## src/rtl/ps2_pkg.sv

```systemverilog
// Shared types and constants for the PS/2 keyboard receiver.
// E0-prefixed key decoding is enabled by defining PS2_EXT_KEYS_EN.
package ps2_pkg;

  typedef enum logic [1:0] {
    IDLE   = 2'd0,
    DATA   = 2'd1,
    PARITY = 2'd2,
    STOP   = 2'd3
  } ps2_state_t;

  localparam logic [7:0] PS2_EXT    = 8'hE0;
  localparam logic [7:0] PS2_BRK    = 8'hF0;
  localparam logic [7:0] PS2_LSHIFT = 8'h12;
  localparam logic [7:0] PS2_RSHIFT = 8'h59;

  localparam logic [15:0] HK_NEWLINE   = 16'd128;
  localparam logic [15:0] HK_BACKSPACE = 16'd129;
  localparam logic [15:0] HK_LEFT      = 16'd130;
  localparam logic [15:0] HK_UP        = 16'd131;
  localparam logic [15:0] HK_RIGHT     = 16'd132;
  localparam logic [15:0] HK_DOWN      = 16'd133;
  localparam logic [15:0] HK_HOME      = 16'd134;
  localparam logic [15:0] HK_END       = 16'd135;
  localparam logic [15:0] HK_PGUP      = 16'd136;
  localparam logic [15:0] HK_PGDN      = 16'd137;
  localparam logic [15:0] HK_INSERT    = 16'd138;
  localparam logic [15:0] HK_DELETE    = 16'd139;
  localparam logic [15:0] HK_ESC       = 16'd140;
  localparam logic [15:0] HK_F1        = 16'd141;
  localparam logic [15:0] HK_F12       = 16'd152;

endpackage

```

## src/rtl/ps2_keymap.sv

```systemverilog
// Combinational scan-code set 2 to Hack key-code lookup.
// E0-prefixed codes map only when PS2_EXT_KEYS_EN is defined.
module ps2_keymap
  import ps2_pkg::*;
(
  input  logic [7:0]  code,
  input  logic        ext,
  input  logic        shift,
  output logic [15:0] value,
  output logic        mapped
);

  always_comb begin
    value  = '0;
    mapped = 1'b0;
    if (ext) begin
`ifdef PS2_EXT_KEYS_EN
      mapped = 1'b1;
      case (code)
        8'h6B:   value = HK_LEFT;
        8'h75:   value = HK_UP;
        8'h74:   value = HK_RIGHT;
        8'h72:   value = HK_DOWN;
        8'h6C:   value = HK_HOME;
        8'h69:   value = HK_END;
        8'h7D:   value = HK_PGUP;
        8'h7A:   value = HK_PGDN;
        8'h70:   value = HK_INSERT;
        8'h71:   value = HK_DELETE;
        default: mapped = 1'b0;
      endcase
`endif
    end else begin
      mapped = 1'b1;
      case (code)
        8'h1C: value = 16'd65;  8'h32: value = 16'd66;  8'h21: value = 16'd67;
        8'h23: value = 16'd68;  8'h24: value = 16'd69;  8'h2B: value = 16'd70;
        8'h34: value = 16'd71;  8'h33: value = 16'd72;  8'h43: value = 16'd73;
        8'h3B: value = 16'd74;  8'h42: value = 16'd75;  8'h4B: value = 16'd76;
        8'h3A: value = 16'd77;  8'h31: value = 16'd78;  8'h44: value = 16'd79;
        8'h4D: value = 16'd80;  8'h15: value = 16'd81;  8'h2D: value = 16'd82;
        8'h1B: value = 16'd83;  8'h2C: value = 16'd84;  8'h3C: value = 16'd85;
        8'h2A: value = 16'd86;  8'h1D: value = 16'd87;  8'h22: value = 16'd88;
        8'h35: value = 16'd89;  8'h1A: value = 16'd90;
        // Digit row: shifted values follow the US layout symbols.
        8'h16: value = shift ? 16'd33 : 16'd49;
        8'h1E: value = shift ? 16'd64 : 16'd50;
        8'h26: value = shift ? 16'd35 : 16'd51;
        8'h25: value = shift ? 16'd36 : 16'd52;
        8'h2E: value = shift ? 16'd37 : 16'd53;
        8'h36: value = shift ? 16'd94 : 16'd54;
        8'h3D: value = shift ? 16'd38 : 16'd55;
        8'h3E: value = shift ? 16'd42 : 16'd56;
        8'h46: value = shift ? 16'd40 : 16'd57;
        8'h45: value = shift ? 16'd41 : 16'd48;
        8'h29: value = 16'd32;
        8'h5A: value = HK_NEWLINE;
        8'h66: value = HK_BACKSPACE;
        8'h76: value = HK_ESC;
        8'h05: value = HK_F1;
        8'h06: value = 16'd142;
        8'h04: value = 16'd143;
        8'h0C: value = 16'd144;
        8'h03: value = 16'd145;
        8'h0B: value = 16'd146;
        8'h83: value = 16'd147;
        8'h0A: value = 16'd148;
        8'h01: value = 16'd149;
        8'h09: value = 16'd150;
        8'h78: value = 16'd151;
        8'h07: value = HK_F12;
        default: mapped = 1'b0;
      endcase
    end
  end

endmodule

```

## src/rtl/ps2_keyboard.sv

```systemverilog
// PS/2 device-to-host receiver and make/break decoder producing the Hack KBD word.
// Define PS2_EXT_KEYS_EN to decode E0-prefixed navigation keys.
module ps2_keyboard
  import ps2_pkg::*;
#(
  parameter int CLK_HZ     = 50_000_000,
  parameter int TIMEOUT_US = 2000
) (
  input  logic        clk,
  input  logic        reset_n,
  input  logic        ps2_clk,
  input  logic        ps2_dat,
  output logic [15:0] key,
  output logic [7:0]  scan_code,
  output logic        scan_valid,
  output logic        frame_err
);

  localparam int TIMEOUT_CYCLES = (CLK_HZ / 1_000_000) * TIMEOUT_US;
  localparam int TW = $clog2(TIMEOUT_CYCLES + 1);
  localparam logic [TW-1:0] TIMEOUT_LAST = TW'(TIMEOUT_CYCLES - 1);

  logic [1:0]  clk_sync;
  logic [1:0]  dat_sync;
  logic        clk_prev;
  logic        fall;
  logic        dat;

  ps2_state_t  state;
  logic [2:0]  bit_cnt;
  logic [7:0]  shift_reg;
  logic        parity_bit;
  logic [TW-1:0] timer;

  logic        ext;
  logic        brk;
  logic        shift;
  logic [15:0] map_value;
  logic        map_hit;

  // Sync flops reset high so the idle-high bus shows no edge after reset.
  always_ff @(posedge clk or negedge reset_n) begin
    if (!reset_n) begin
      clk_sync <= 2'b11;
      dat_sync <= 2'b11;
      clk_prev <= 1'b1;
    end else begin
      clk_sync <= {clk_sync[0], ps2_clk};
      dat_sync <= {dat_sync[0], ps2_dat};
      clk_prev <= clk_sync[1];
    end
  end

  assign fall = clk_prev & ~clk_sync[1];
  assign dat  = dat_sync[1];

  always_ff @(posedge clk or negedge reset_n) begin
    if (!reset_n) begin
      state      <= IDLE;
      bit_cnt    <= '0;
      shift_reg  <= '0;
      parity_bit <= 1'b0;
      timer      <= '0;
      scan_code  <= '0;
      scan_valid <= 1'b0;
      frame_err  <= 1'b0;
    end else begin
      scan_valid <= 1'b0;
      frame_err  <= 1'b0;
      if (fall) begin
        // An edge always beats a simultaneous timeout and reloads the timer.
        timer <= '0;
        case (state)
          IDLE: begin
            if (!dat) begin
              state   <= DATA;
              bit_cnt <= '0;
            end
          end
          DATA: begin
            shift_reg <= {dat, shift_reg[7:1]};
            bit_cnt   <= bit_cnt + 3'd1;
            if (bit_cnt == 3'd7) state <= PARITY;
          end
          PARITY: begin
            parity_bit <= dat;
            state      <= STOP;
          end
          STOP: begin
            if (dat && (^{shift_reg, parity_bit})) begin
              scan_code  <= shift_reg;
              scan_valid <= 1'b1;
            end else begin
              frame_err <= 1'b1;
            end
            state <= IDLE;
          end
          default: state <= IDLE;
        endcase
      end else if (state != IDLE) begin
        if (timer == TIMEOUT_LAST) begin
          frame_err <= 1'b1;
          state     <= IDLE;
          bit_cnt   <= '0;
          timer     <= '0;
        end else begin
          timer <= timer + 1'b1;
        end
      end else begin
        timer <= '0;
      end
    end
  end

  ps2_keymap u_keymap (
    .code   (scan_code),
    .ext    (ext),
    .shift  (shift),
    .value  (map_value),
    .mapped (map_hit)
  );

  always_ff @(posedge clk or negedge reset_n) begin
    if (!reset_n) begin
      ext   <= 1'b0;
      brk   <= 1'b0;
      shift <= 1'b0;
      key   <= '0;
    end else if (scan_valid) begin
      if (scan_code == PS2_EXT) begin
        ext <= 1'b1;
      end else if (scan_code == PS2_BRK) begin
        brk <= 1'b1;
      end else begin
        ext <= 1'b0;
        brk <= 1'b0;
        if (!ext && (scan_code == PS2_LSHIFT || scan_code == PS2_RSHIFT)) begin
          shift <= ~brk;
        end else if (map_hit) begin
          // A break clears key only if it releases the key being reported.
          if (!brk) key <= map_value;
          else if (key == map_value) key <= '0;
        end
      end
    end
  end

endmodule
```

## config.mk

```make
export PLATFORM = sky130hd
export DESIGN_NAME = ps2_keyboard
export DESIGN_NICKNAME = d
export VERILOG_FILES = /design/src/rtl/ps2_pkg.sv /design/src/rtl/ps2_keymap.sv /design/src/rtl/ps2_keyboard.sv
export SDC_FILE = /design/constraint.sdc
export NUM_CORES = 1
export LEC_CHECK = 0
export ABC_AREA = 1
export CAP_MARGIN = 10
export CELL_PAD_IN_SITES_DETAIL_PLACEMENT = 0
export CELL_PAD_IN_SITES_GLOBAL_PLACEMENT = 2
export CORE_ASPECT_RATIO = 1.5
export CORE_MARGIN = 4
export CORE_UTILIZATION = 32
export DETAILED_ROUTE_END_ITERATION = 10
export HOLD_SLACK_MARGIN = 0.15
export PLACE_DENSITY_LB_ADDON = 0.1
export SLEW_MARGIN = 10
export SYNTH_ARGS = -nofsm -noshare
export SYNTH_HDL_FRONTEND = slang
export SYNTH_SLANG_ARGS = --single-unit
```

## constraint.sdc

```tcl
create_clock -name clk -period 2.6 [get_ports clk]
set_input_delay 0.26 -clock clk [delete_from_list [all_inputs] [get_ports clk]]
set_output_delay 0.26 -clock clk [all_outputs]
set_load 0.02 [all_outputs]
```

After elaboration in Yosys (flattened, before gate mapping)
Index checks and enable logic that the tools add are counted.
Word-level totals
  bits in registers: 65
  memories: 0
  bits in writable memories: 0
  input port bits: 4
  word-level logic and storage cells: 150
  bits in latches: 0
  bits in read-only memories: 0
Cells by class
  equal/unequal tests: 67
  muxes and demuxes: 41
  shift-type cells: 0
  multiply operators: 0
  reduce and logical (&&, ||, !) cells: 19
  $add $sub $neg: 2
  bitwise gates (word level): 6
  div/mod/pow operators: 0
  magnitude comparators: 0
Operator list (count)
  16-bit one-hot mux with 52 select lines: 1
  8-bit by 6-bit == test with 1-bit output (second input constant): 23
  8-bit by 7-bit == test with 1-bit output (second input constant): 12
  8-bit by 5-bit == test with 1-bit output (second input constant): 8
  52-bit OR reduction: 1
  17-bit 2-to-1 mux: 3
  16-bit 2-to-1 mux: 3
  5-bit 2-to-1 mux: 8
  8-bit by 3-bit == test with 1-bit output (second input constant): 4
  8-bit by 4-bit == test with 1-bit output (second input constant): 4
  8-bit == test (second input constant): 3
  17-bit by 1-bit adder with 17-bit output (second input constant): 1
  17-bit == test (second input constant): 1
  16-bit == test: 1
  7-bit 2-to-1 mux: 2
  1-bit 2-to-1 mux: 13
  3-bit 2-to-1 mux: 4
  4-bit AND reduction: 3
  2-bit 2-to-1 mux: 5
  9-bit XOR reduction: 1
  8-bit by 1-bit == test with 1-bit output (second input constant): 1
  8-bit by 2-bit == test with 1-bit output (second input constant): 1
  2-bit one-hot mux with 4 select lines: 1
  2-bit AND reduction: 4
  other kinds (18): 27

Logic depth before layout (Yosys ltp)
  word-level depth: 6
  mapped depth: 18
  mapped depth without buffers: 17

Cells and area by module
A second synthesis with hierarchy kept.
Unflattened totals
  cell total of the unflattened synthesis: 699
  area total of the unflattened synthesis: 4635.7 µm²
By module, submodules not included
  ps2_keyboard: instances 1, cells an instance 435, area an instance 3488.3 µm²
  ps2_keymap: instances 1, cells an instance 264, area an instance 1147.4 µm²

Worst setup path before layout
OpenSTA, ideal clock, no wires.
  kind: flip-flop to flip-flop
  start: reg scan_code[4]
  end: reg key[2]
  period minus slack after synthesis: 2068 ps
  buffers on the path: 0
  arrival time: 1950 ps
  stages on the path, launching flop included: 17
  path slack: 532 ps
  path through: dfrtp_1 clkinv_1 nand2_1 nor2_2 nand2_1 nand2_1 nor2_1 nor2_1 nor2_1 nand2_1 nand2_1 nand2_1 nand3_1 nor2_1 nand3_2 nand3_1 nand2_1
Between the ends
  cells in the longest elaborated chain, start to end: 6
RTL lines
  start, declared: RTL line ps2_keyboard.sv:14  | output logic [7:0] scan_code,
  start signal, assigned: RTL line ps2_keyboard.sv:91  | scan_code <= shift_reg;
  8-bit by 3-bit == test with 1-bit output (tied with other cells): RTL line ps2_keymap.sv:35  | case (code)
  16-bit one-hot mux with 52 select lines: RTL line ps2_keymap.sv:35
  16-bit 2-to-1 mux: RTL line ps2_keymap.sv:16  | if (ext) begin
  16-bit == test: RTL line ps2_keyboard.sv:142  | else if (key == map_value) key <= '0;
  2-bit by 1-bit != test with 1-bit output (no source line)
  6-bit AND reduction (no source line)
  end signal, assigned: RTL line ps2_keyboard.sv:141  | if (!brk) key <= map_value;
  end, declared: RTL line ps2_keyboard.sv:13  | output logic [15:0] key,
Parallel ways exist; a longest one is shown, timed or not.
A chain may end at the register's enable or synchronous reset.

Worst setup path after layout
  start: reg scan_code[4]
  end: reg key[1]
Same word-level chain as after synthesis.

==> results by group <==
Die
  • Rows: 49
  • Core ar.: ~0.012 mm2
  • IO Pins: 30
  • DIE AREA: 0.0140 mm2
  • Die width: a little under 100 um
  • DIE HEIGHT: 143 um
  • Initial Util: 32.5%

Critical path
  • CP Max Fanout: 10
  • Worst Setup End Kind: flop
  • Arrival time at the worst endpoint: around 2600 ps
  • Worst Path Required: 2810 ps
  • Crit path kind: reg -> reg
  • Reg2reg path depth: 15
  • CP startpoint kind: flop

Logic synthesis
  • Cell Area, Synth: roughly 0.0039 mm2
  • Post-Syn Area per Cell: 6.46 um2
  • Largest area contributor in the netlist: dfrtp_1
  • Yosys warns: 0
  • Count leader, synth: nand2_1
  • Synth area leaders: dfrtp_1, nand2_1, nor2_1, nand3_1, inv_1
  • Seq/Total Area, Yosys: 36.9%
  • Seq cells post-synth: 57
  • Dominant synthesized flop cell: dfrtp_1
  • Unique cell type count in the Yosys netlist: 36
  • Synth Instances: between 600 and 700
  • Top-area cell type share of the netlist area: between 30% and 40%
  • Share of synthesized registers carrying an async set or reset: 100%
  • Synth cell count leaders: nand2_1, nor2_1, inv_1, dfrtp_1, nand3_1
  • Post-synth EDFFs: 0

Clock tree
  • Clk slew on worst S/H paths: roughly 60 ps
  • Number of buffers created by CTS: 9
  • Clk buf depth: 2
  • Clk_lat worst skew: approximately 320 ps
  • Total clock sinks: 57
  • H-tree depth: 3
  • CTS root buffer: clkbuf_16
  • CTS tree: built

Drt
  • Post-Route WL: ~12 mm
  • # DRC: 0
  • Drt wl/cell: 14.5 um
  • Via count: between 3000 and 4000
  • 1st-iter DRT viols: 199
  • ANT nets after route: 0
  • Routed vias/inst: about 4.8
  • TritonRoute pass-1 iters: 6

Worst hold path
  • Hold Crit Class: in -> reg
  • Worst Hold Depth: 1

Power
  • Maximum vdd drop: between 0.0006 and 0.0007 V
  • Power per cell area: between 500 and 600 mW/mm2
  • LEAKAGE: roughly 2.4 nW

GRT
  • Vias in the first global route: ~3800
  • Antenna violations before repair: 0
  • Pin count of the biggest net entering global routing: slightly below 60
  • First-pass GRT wire length: about 19 mm
  • GRT Util Overall: between 10% and 20%
  • GRT overflow: 0

Cells and area
  • Antenna fix cells: 0
  • Max reg flops: 17
  • Final nets: about 650
  • Fin util: about 39%
  • Synth-to-layout area growth: 20.3%
  • Share of cells above drive strength 1: 11.2%
  • Finished Layout Cells: approximately 800

Place
  • Final HPWL DP: slightly above 9 mm
  • Post-Place Cells: 779
  • Port-buffer cells: 21
  • Place WS: around 80 ps
  • RD Place Congestion: around 0.94

Timing
  • RSZ-0062 raised after global routing: false
  • Final worst slack: about 230 ps
  • Crit share post-route: 91.1%
  • Tmin final: about 2400 ps
  • Clk_skew: about 6.4 ps
  • Final setup vio count: 0
  • Final Hold Viols: 0
  • Relative slew slack: approximately 51%
  • Max-slew violations: 0
  • Max Fclk: between 400 and 500 MHz
  • Setup tns final: 0 ps
  • Worst slew pin tran: 736 ps

Status
  • Status: finished, final reports clean

Job
  • Max-Cap Viols: 0
[kinds of logic (layout without fill, tap and decap cells)]
logic type | Yosys count | after routing | synth area share (%)
and+or+nand+nor | 392 | 392 | 42.1
buffers and inverters | 84 | 119 | 9.03
DFF | 57 | 57 | 36.9
AOI/OAI and AO/OA | 48 | 48 | 6.90
xor gates and xnor gates | 12 | 12 | 2.71
adders and majority gates | 7 | 7 | 2.26
other | 1 | 8 | 0.0967
[through the flow]
step           cell area [um2]  total power [mW]  hold WS [ps]
2_1_floorplan             3910              1.29         -35.6
3_3_place_gp              4310              1.39           346
3_5_place_dp              4310              1.39           347
4_1_cts                   4620              2.62           334
5_1_grt                   4670              2.73           334
6_report                  4670              2.57           344
[worst paths after layout]
path	start	endpoint	slack (ps)
worst min-delay path	ps2_clk	clk_sync[0]$_DFF_PN1_	340
max in group asynchronous	reset_n	scan_code[4]$_DFFE_PN0P_	1440
worst min register to register	clk_sync[0]$_DFF_PN1_	clk_sync[1]$_DFF_PN1_	360
worst max register to register	scan_code[4]$_DFFE_PN0P_	key[1]$_DFFE_PN0P_	230
worst max-delay path	scan_code[4]$_DFFE_PN0P_	key[1]$_DFFE_PN0P_	230
min in group asynchronous	reset_n	key[4]$_DFFE_PN0P_	610
[cell usage in the layout (no fill, tap or decap), types with 3 or more instances in the layout]
master	count
nand2_1	193
nor2_1	105
inv_1	56
dfrtp_1	49
nand3_1	46
o21ai_0	27
clkdlybuf4s50_1	20
buf_4	13
nor3_1	12
nor2_2	11
inv_2	10
clkbuf_16	9
a21oi_1	8
conb_1	8
ha_1	7
xor2_1	6
xnor2_1	6
nand2_2	6
dfstp_2	5
nand4_1	4
nor3b_1	4
nor2_4	4
dfrtp_2	3
[final cells by class]
| cell class | count | area (um2) |
|---|---|---|
| well taps | 153 | 191 |
| flip-flops and latches | 57 | 1440 |
| inverters | 68 | 255 |
| multi-input cells | 467 | 2170 |
| clock inverters | 6 | 67.6 |
| clock buffers | 10 | 239 |
| repair buffers | 35 | 313 |
| fillers | 1327 | 7290 |
[layer usage]
metal | wire (um) | vias to the layer above | track usage [%]
met1 | 4520 | 1737 | 18.4
li1 | - | 1948 | -
met5 | 0 | - | 0
met4 | 447 | 0 | 9.04
met3 | 393 | 27 | 2.74
met2 | 6180 | 75 | 32.7
[critical path, stage by stage (launching register included)]
cell and delay, ps:
dfrtp_2 420, clkinv_1 140, nand2_1 190, nor2_4 110, nand2_1 100, nand2_1 60
nor3_1 290, nand2_1 90, nor2_1 90, nand2_1 100, nand3b_1 100, nand2_1 70
nor2_1 150, nand3_2 180, nand3_1 110, nand2_1 60
[power by group]
| part | switching (mW) | internal, mW |
|---|---|---|
| Clock | 0.427 | 0.768 |
| Combinational | 0.231 | 0.134 |
| Sequential | 0.0563 | 0.955 |
[repair_timing]
item                                    in CTS  in global routing
hold buffers                                 1                  0
endpoints found under the hold margin       52                  0
gates resized for setup                      0                 17
buffers inserted                             0                  0
endpoints found under the setup margin       0                  8
No activity file was read; power rests on OpenSTA's default activity.
